==> config.mk <==
export PLATFORM = sky130hd
export DESIGN_NAME = xt_keyboard_buffer
export DESIGN_NICKNAME = d
export VERILOG_FILES = /design/src/rtl/xt_keyboard_buffer_pkg.sv /design/src/rtl/xt_keyboard_fifo.sv /design/src/rtl/xt_keyboard_buffer.sv
export SDC_FILE = /design/constraint.sdc
export NUM_CORES = 1
export LEC_CHECK = 0
export ABC_AREA = 1
export CAP_MARGIN = 20
export CORE_UTILIZATION = 50
export CTS_CLUSTER_DIAMETER = 120
export DETAILED_ROUTE_END_ITERATION = 6
export PLACE_DENSITY = 0.67
export SLEW_MARGIN = 20
export SYNTH_ARGS = -nofsm -noshare
export SYNTH_HDL_FRONTEND = slang
export SYNTH_HIERARCHICAL = 1
export SYNTH_SLANG_ARGS = --single-unit
==> constraint.sdc <==
create_clock -name clock -period 3.1 [get_ports clock]
set_input_delay 0.93 -clock clock [delete_from_list [all_inputs] [get_ports clock]]
set_output_delay 0.93 -clock clock [all_outputs]
set_load 0.01 [all_outputs]
==> src/rtl/xt_keyboard_buffer_pkg.sv <==
// Shared types and constants for the XT keyboard buffer: capture FSM
// encoding and the self-test response returned after a keyboard reset.
package xt_keyboard_buffer_pkg;

   typedef enum logic [1:0] {
      CAP_IDLE = 2'd0,
      CAP_ACK  = 2'd1,
      CAP_WAIT = 2'd2
   } cap_state_e;

   localparam logic [7:0] SELF_TEST_OK = 8'hAA;

endpackage

==> src/rtl/xt_keyboard_fifo.sv <==
// Scancode FIFO, first-word fall-through read. Flush has priority over
// pop and may be combined with a push that becomes the sole entry.
module xt_keyboard_fifo #(
   parameter int DEPTH_LOG2 = 4
) (
   input  logic       clock,
   input  logic       reset,
   input  logic       push_i,
   input  logic       pop_i,
   input  logic       flush_i,
   input  logic [7:0] data_i,
   output logic [7:0] data_o,
   output logic       full_o,
   output logic       empty_o
);

   localparam int PTR_W = DEPTH_LOG2;
   localparam int CNT_W = DEPTH_LOG2 + 1;
   localparam int DEPTH = 1 << DEPTH_LOG2;
   localparam logic [CNT_W-1:0] FULL_CNT = CNT_W'(DEPTH);

   logic [7:0]       mem_q [DEPTH];
   logic [PTR_W-1:0] wr_ptr_q, wr_ptr_d;
   logic [PTR_W-1:0] rd_ptr_q, rd_ptr_d;
   logic [PTR_W-1:0] wr_idx;
   logic [CNT_W-1:0] count_q, count_d;
   logic             do_push, do_pop;

   assign full_o  = (count_q == FULL_CNT);
   assign empty_o = (count_q == '0);
   assign data_o  = mem_q[rd_ptr_q];

   always_comb begin
      do_push  = push_i && (flush_i || !full_o);
      do_pop   = pop_i && !flush_i && !empty_o;
      wr_idx   = flush_i ? '0 : wr_ptr_q;
      wr_ptr_d = wr_ptr_q;
      rd_ptr_d = rd_ptr_q;
      count_d  = count_q;
      if (flush_i) begin
         rd_ptr_d = '0;
         wr_ptr_d = do_push ? PTR_W'(1) : '0;
         count_d  = do_push ? CNT_W'(1) : '0;
      end else begin
         if (do_push) wr_ptr_d = wr_ptr_q + PTR_W'(1);
         if (do_pop)  rd_ptr_d = rd_ptr_q + PTR_W'(1);
         if (do_push && !do_pop)      count_d = count_q + CNT_W'(1);
         else if (!do_push && do_pop) count_d = count_q - CNT_W'(1);
      end
   end

   always_ff @(posedge clock or posedge reset) begin
      if (reset) begin
         wr_ptr_q <= '0;
         rd_ptr_q <= '0;
         count_q  <= '0;
      end else begin
         wr_ptr_q <= wr_ptr_d;
         rd_ptr_q <= rd_ptr_d;
         count_q  <= count_d;
      end
   end

   // Storage carries data only; occupancy is tracked by count_q.
   always_ff @(posedge clock) begin
      if (do_push) mem_q[wr_idx] <= data_i;
   end

endmodule

==> src/rtl/xt_keyboard_buffer.sv <==
// XT keyboard buffer: captures converter scancodes into a FIFO and presents
// them on 8255 port A / IRQ1, handling PB7 acknowledge and PB6 keyboard reset.
module xt_keyboard_buffer
   import xt_keyboard_buffer_pkg::*;
#(
   parameter int          FIFO_DEPTH_LOG2   = 4,
   parameter logic [15:0] RESET_HOLD_CYCLES = 16'd1000
) (
   input  logic       clock,
   input  logic       reset,
   input  logic       kb_irq,
   input  logic [7:0] kb_keycode,
   output logic       kb_clear,
   input  logic       port_b_clear,
   input  logic       port_b_clk_enable,
   output logic [7:0] port_a_data,
   output logic       irq1,
   output logic       fifo_full
);

   cap_state_e  state_q, state_d;
   logic        cap_push;
   logic        fifo_push, fifo_pop, fifo_empty, fifo_full_w;
   logic [7:0]  fifo_wdata, fifo_rdata;
   logic        pb6_q;
   logic [15:0] low_cnt_q, low_cnt_d;
   logic        reset_seq;
   logic        latch_full_q, latch_full_d;
   logic [7:0]  port_a_q, port_a_d;

   assign reset_seq = port_b_clk_enable && !pb6_q && (low_cnt_q >= RESET_HOLD_CYCLES);

   // A capture is deferred during the self-test cycle so 0xAA stays the sole entry.
   always_comb begin
      state_d  = state_q;
      kb_clear = 1'b0;
      cap_push = 1'b0;
      case (state_q)
         CAP_IDLE: begin
            if (kb_irq && !reset_seq && (!fifo_full_w || !port_b_clk_enable)) begin
               cap_push = port_b_clk_enable;
               state_d  = CAP_ACK;
            end
         end
         CAP_ACK: begin
            kb_clear = 1'b1;
            state_d  = CAP_WAIT;
         end
         CAP_WAIT: state_d = CAP_IDLE;
         default:  state_d = CAP_IDLE;
      endcase
   end

   always_comb begin
      fifo_push  = cap_push || reset_seq;
      fifo_wdata = reset_seq ? SELF_TEST_OK : kb_keycode;
      fifo_pop   = !latch_full_q && !fifo_empty && !port_b_clear && !reset_seq;
      if (!port_b_clk_enable)
         low_cnt_d = (low_cnt_q == 16'hFFFF) ? low_cnt_q : low_cnt_q + 16'd1;
      else
         low_cnt_d = 16'd0;
      latch_full_d = latch_full_q;
      port_a_d     = port_a_q;
      if (port_b_clear) begin
         latch_full_d = 1'b0;
         port_a_d     = 8'h00;
      end else if (fifo_pop) begin
         latch_full_d = 1'b1;
         port_a_d     = fifo_rdata;
      end
   end

   always_ff @(posedge clock or posedge reset) begin
      if (reset) begin
         state_q      <= CAP_IDLE;
         pb6_q        <= 1'b1;
         low_cnt_q    <= 16'd0;
         latch_full_q <= 1'b0;
         port_a_q     <= 8'h00;
      end else begin
         state_q      <= state_d;
         pb6_q        <= port_b_clk_enable;
         low_cnt_q    <= low_cnt_d;
         latch_full_q <= latch_full_d;
         port_a_q     <= port_a_d;
      end
   end

   xt_keyboard_fifo #(
      .DEPTH_LOG2(FIFO_DEPTH_LOG2)
   ) u_fifo (
      .clock  (clock),
      .reset  (reset),
      .push_i (fifo_push),
      .pop_i  (fifo_pop),
      .flush_i(reset_seq),
      .data_i (fifo_wdata),
      .data_o (fifo_rdata),
      .full_o (fifo_full_w),
      .empty_o(fifo_empty)
   );

   assign port_a_data = port_a_q;
   assign irq1        = latch_full_q;
   assign fifo_full   = fifo_full_w;

endmodule

==> results.ini <==
[clocking]
cts_num_sinks = 169
clock-root-buffer = clkbuf_16
clkTransAtPathRegs_ns = 0.06
clock_path_buffers = 2
clock_tree_from_tritoncts = built
clock_insertion_delay_worst_skew_ns = 0.43
cts_setup_buffers = 0
clock_tree.htree_level_count = 4
num_cts_buffers = 17

[floorplan]
design.core.area_mm2 = 0.0154
ioPinCount = 24
die_extent_in_x_um = 128
rows = 45
die_h_um = 128
dieArea_mm2 = 0.0165
initial_utilization_pct = 52.0

[worst_setup_path]
rrSetupSlack_ns = 0.48
worstSetupPathType = primary input to register
worst_ep_required_time_ns = 3.42
critical_path.startpoint_type = primary input
rr_startpoint = u_fifo/count_q[0]
ff2ff_path_depth = 14
r2r_end = u_fifo/count_q[3]
endpoint = u_fifo/count_q[3]
timing.critical_path.to_type = register
timing.critical_path.fanout_max = 5
critPathLaunch = port_b_clk_enable
cp.arrival_ns = 3.26

[worst_hold_path]
min_path_cells = 1
hold_class = register to register

[grt]
number_of_global_route_vias_before_repair = 5413
grt_antenna_before_repair = 0
globalRouteMet1Util_pct = 33.7
grtUsageMet2_pct = 35.4
grt_util_met3_pct = 4.07
grt_pass1_wl_mm = 28.5
grt_most_used_layer = met2
globalRoute.totalOverflow = 0
grt_usage_pct = 23.4
grt_max_degree = 36

[power]
total_power_mw = 7.06
power.ir.vdd_worst_mv = 0.447
pwr_density_cell_mw_per_mm2 = 768
leakagePower_nw = 4.18

[final_layout]
drive_above_1_share_pct = 15.9
diodes = 0
flow.area_growth_from_synthesis_pct = 15.0
fin_util_pct = 59.8
stdcell_area_mm2 = 0.00919
fin_cells = 1134
layout_nets = 933

[route]
vias = 5770
routed_wl_mm = 17.8
avgRoutedWirePerCell_um = 15.7
detail_route.iter0.violations = 480
drt_first_pass_iters = 5
post-route-drc-count = 0
route.detailed.vias_per_inst = 5.09
antenna_violating_nets_post_route = 0

[timing]
tightestPinTransition_ns = 0.991
worst_slack_ns = 0.151
timing.clock.skew_ns = 0.0107
drv_slew = 0
fmax_mhz = 339
fin_crit_ns = 2.95
max-slew-margin-rel_pct = 33.7
timing.final.crit_share_pct = 95.1
timing_hold_violations_final = 0
finalSetupViolations = 0

[yosys]
synth_cell_type_count = 37
synth.yosys.warnings = 6
synth.net_count = 879
synth_cells = 856
synth.cell_area_mm2 = 0.00799
syn-mean-instance-area_um2 = 9.33
synth-seq-area-share_pct = 61.0
yosys_register_bits = 169

[run_status]
outcome = completed

[place]
pre_cts_ws_ns = -0.280
placement.cell_area_mm2 = 0.00863
place_hpwl_mm = 11.3
number_of_cells_after_detailed_placement = 1102
port_buffers = 23
place.gp.congestion = 0.824

[run]
max-cap-violations = 0

[cell families after synthesis]
logic type | share of synthesized area (%)
XOR/XNOR | 0.767
AND/OR/NAND/NOR | 26.4
adder cells (fa/ha/maj) | 1.66
buffers and inverters | 8.77
flip-flops | 61.0
AO/OA/AOI/OAI | 1.44
[how the worst min path moves through the flow]
stage | start | to | slack [ns]
6_report | state_q[1] | state_q[1] | 0.44
4_1_cts | state_q[1] | state_q[1] | 0.44
2_1_floorplan | state_q[1] | state_q[1] | 0.42
3_3_place_gp | state_q[1] | state_q[1] | 0.43
3_5_place_dp | state_q[1] | state_q[1] | 0.43
5_1_grt | state_q[1] | state_q[1] | 0.48
[power breakdown]
group	switching, mW	internal (mW)	total, mW	leakage [nW]
Combinational	1.54	0.763	2.31	2.24
Sequential	0.142	2.62	2.76	1.69
Clock	0.883	1.11	1.99	0.255
[registers in the layout, summed over array words and instances (netlist names)]
signal and count:
u_fifo/count_q 5, u_fifo/rd_ptr_q 4, port_a_data 8, low_cnt_q 16, irq1 1, u_fifo/wr_ptr_q 4
u_fifo/mem_q 128, state_q 2, pb6_q 1
[stage by stage]
| stage | hold slack [ns] | setup TNS (ns) |
|---|---|---|
| 3_3_place_gp | 0.432 | -0.773 |
| 2_1_floorplan | 0.416 | 0 |
| 3_5_place_dp | 0.433 | -1.34 |
| 6_report | 0.442 | 0 |
| 4_1_cts | 0.443 | 0 |
| 5_1_grt | 0.480 | -0.0632 |
[metal layers]
layer  up-vias  routed length, µm
li1       2866                  -
met5         -                  0
met2       170               8040
met3        28                882
met1      2706               8530
met4         0                391
[synth_stat cells]
| cell type | count | share of area [%] |
|---|---|---|
| a21oi_1 | 6 | 0.38 |
| a22o_1 | 1 | 0.11 |
| and2_0 | 1 | 0.078 |
| and2_1 | 1 | 0.078 |
| buf_1 | 3 | 0.14 |
| buf_2 | 14 | 0.88 |
| buf_4 | 7 | 0.66 |
| buf_6 | 2 | 0.28 |
| clkbuf_1 | 4 | 0.19 |
| clkinv_1 | 4 | 0.19 |
| dfrtp_1 | 40 | 13 |
| dfstp_2 | 1 | 0.33 |
| edfxtp_1 | 128 | 48 |
| fa_1 | 1 | 0.25 |
| ha_1 | 9 | 1.4 |
| inv_1 | 88 | 4.1 |
| inv_2 | 49 | 2.3 |
| nand2_1 | 251 | 12 |
| nand2_2 | 8 | 0.63 |
| nand2_4 | 1 | 0.14 |
| nand3_1 | 148 | 9.3 |
| nand3_2 | 1 | 0.13 |
| nand3b_1 | 1 | 0.094 |
| nand4_1 | 6 | 0.47 |
| nand4_4 | 1 | 0.27 |
| nor2_1 | 45 | 2.1 |
| nor2_2 | 1 | 0.078 |
| nor3_1 | 3 | 0.19 |
| nor3_2 | 2 | 0.25 |
| nor3_4 | 1 | 0.20 |
| o21ai_0 | 5 | 0.31 |
| o21ai_1 | 4 | 0.25 |
| o21bai_1 | 2 | 0.19 |
| o31ai_1 | 1 | 0.094 |
| o41ai_1 | 1 | 0.11 |
| or2_2 | 8 | 0.63 |
| xor2_1 | 7 | 0.77 |
[worst max-delay path, stage by stage]
cell             delay [ns]
clkdlybuf4s50_1        0.49
clkinv_1               0.12
o41ai_2                0.32
buf_4                  0.16
nand2_1                0.08
nand2_2                0.09
ha_1                   0.17
inv_1                  0.11
ha_1                   0.34
a21oi_1                0.20
nand3b_1               0.11
nand3_1                0.09
o21ai_1                0.06
[cells in the final DEF (no fill, tap or decap), types with 6 or more instances in the layout]
| cell | count |
|---|---|
| buf_4 | 42 |
| clkbuf_16 | 17 |
| clkdlybuf4s50_1 | 23 |
| clkinv_1 | 6 |
| dfrtp_1 | 39 |
| edfxtp_1 | 128 |
| ha_1 | 9 |
| inv_1 | 88 |
| inv_2 | 49 |
| nand2_1 | 251 |
| nand2_2 | 8 |
| nand3_1 | 148 |
| nand4_1 | 6 |
| nor2_1 | 45 |
| or2_2 | 8 |
| xor2_1 | 7 |
[layout make-up]
cell class / count / area [µm²]
Clock buffer: 18 / 429
Inverter: 141 / 529
Multi-Input combinational cell: 516 / 2430
Timing Repair Buffer: 65 / 546
Fill cell: 1339 / 6180
Sequential cell: 169 / 4870
Tap cell: 211 / 264
Clock inverter: 14 / 121
[what timing repair did]
item	CTS	global route
gates resized for setup	0	2
hold buffers	0	0
endpoints found under the setup margin	0	2
No activity file was read; power rests on OpenSTA's default activity.
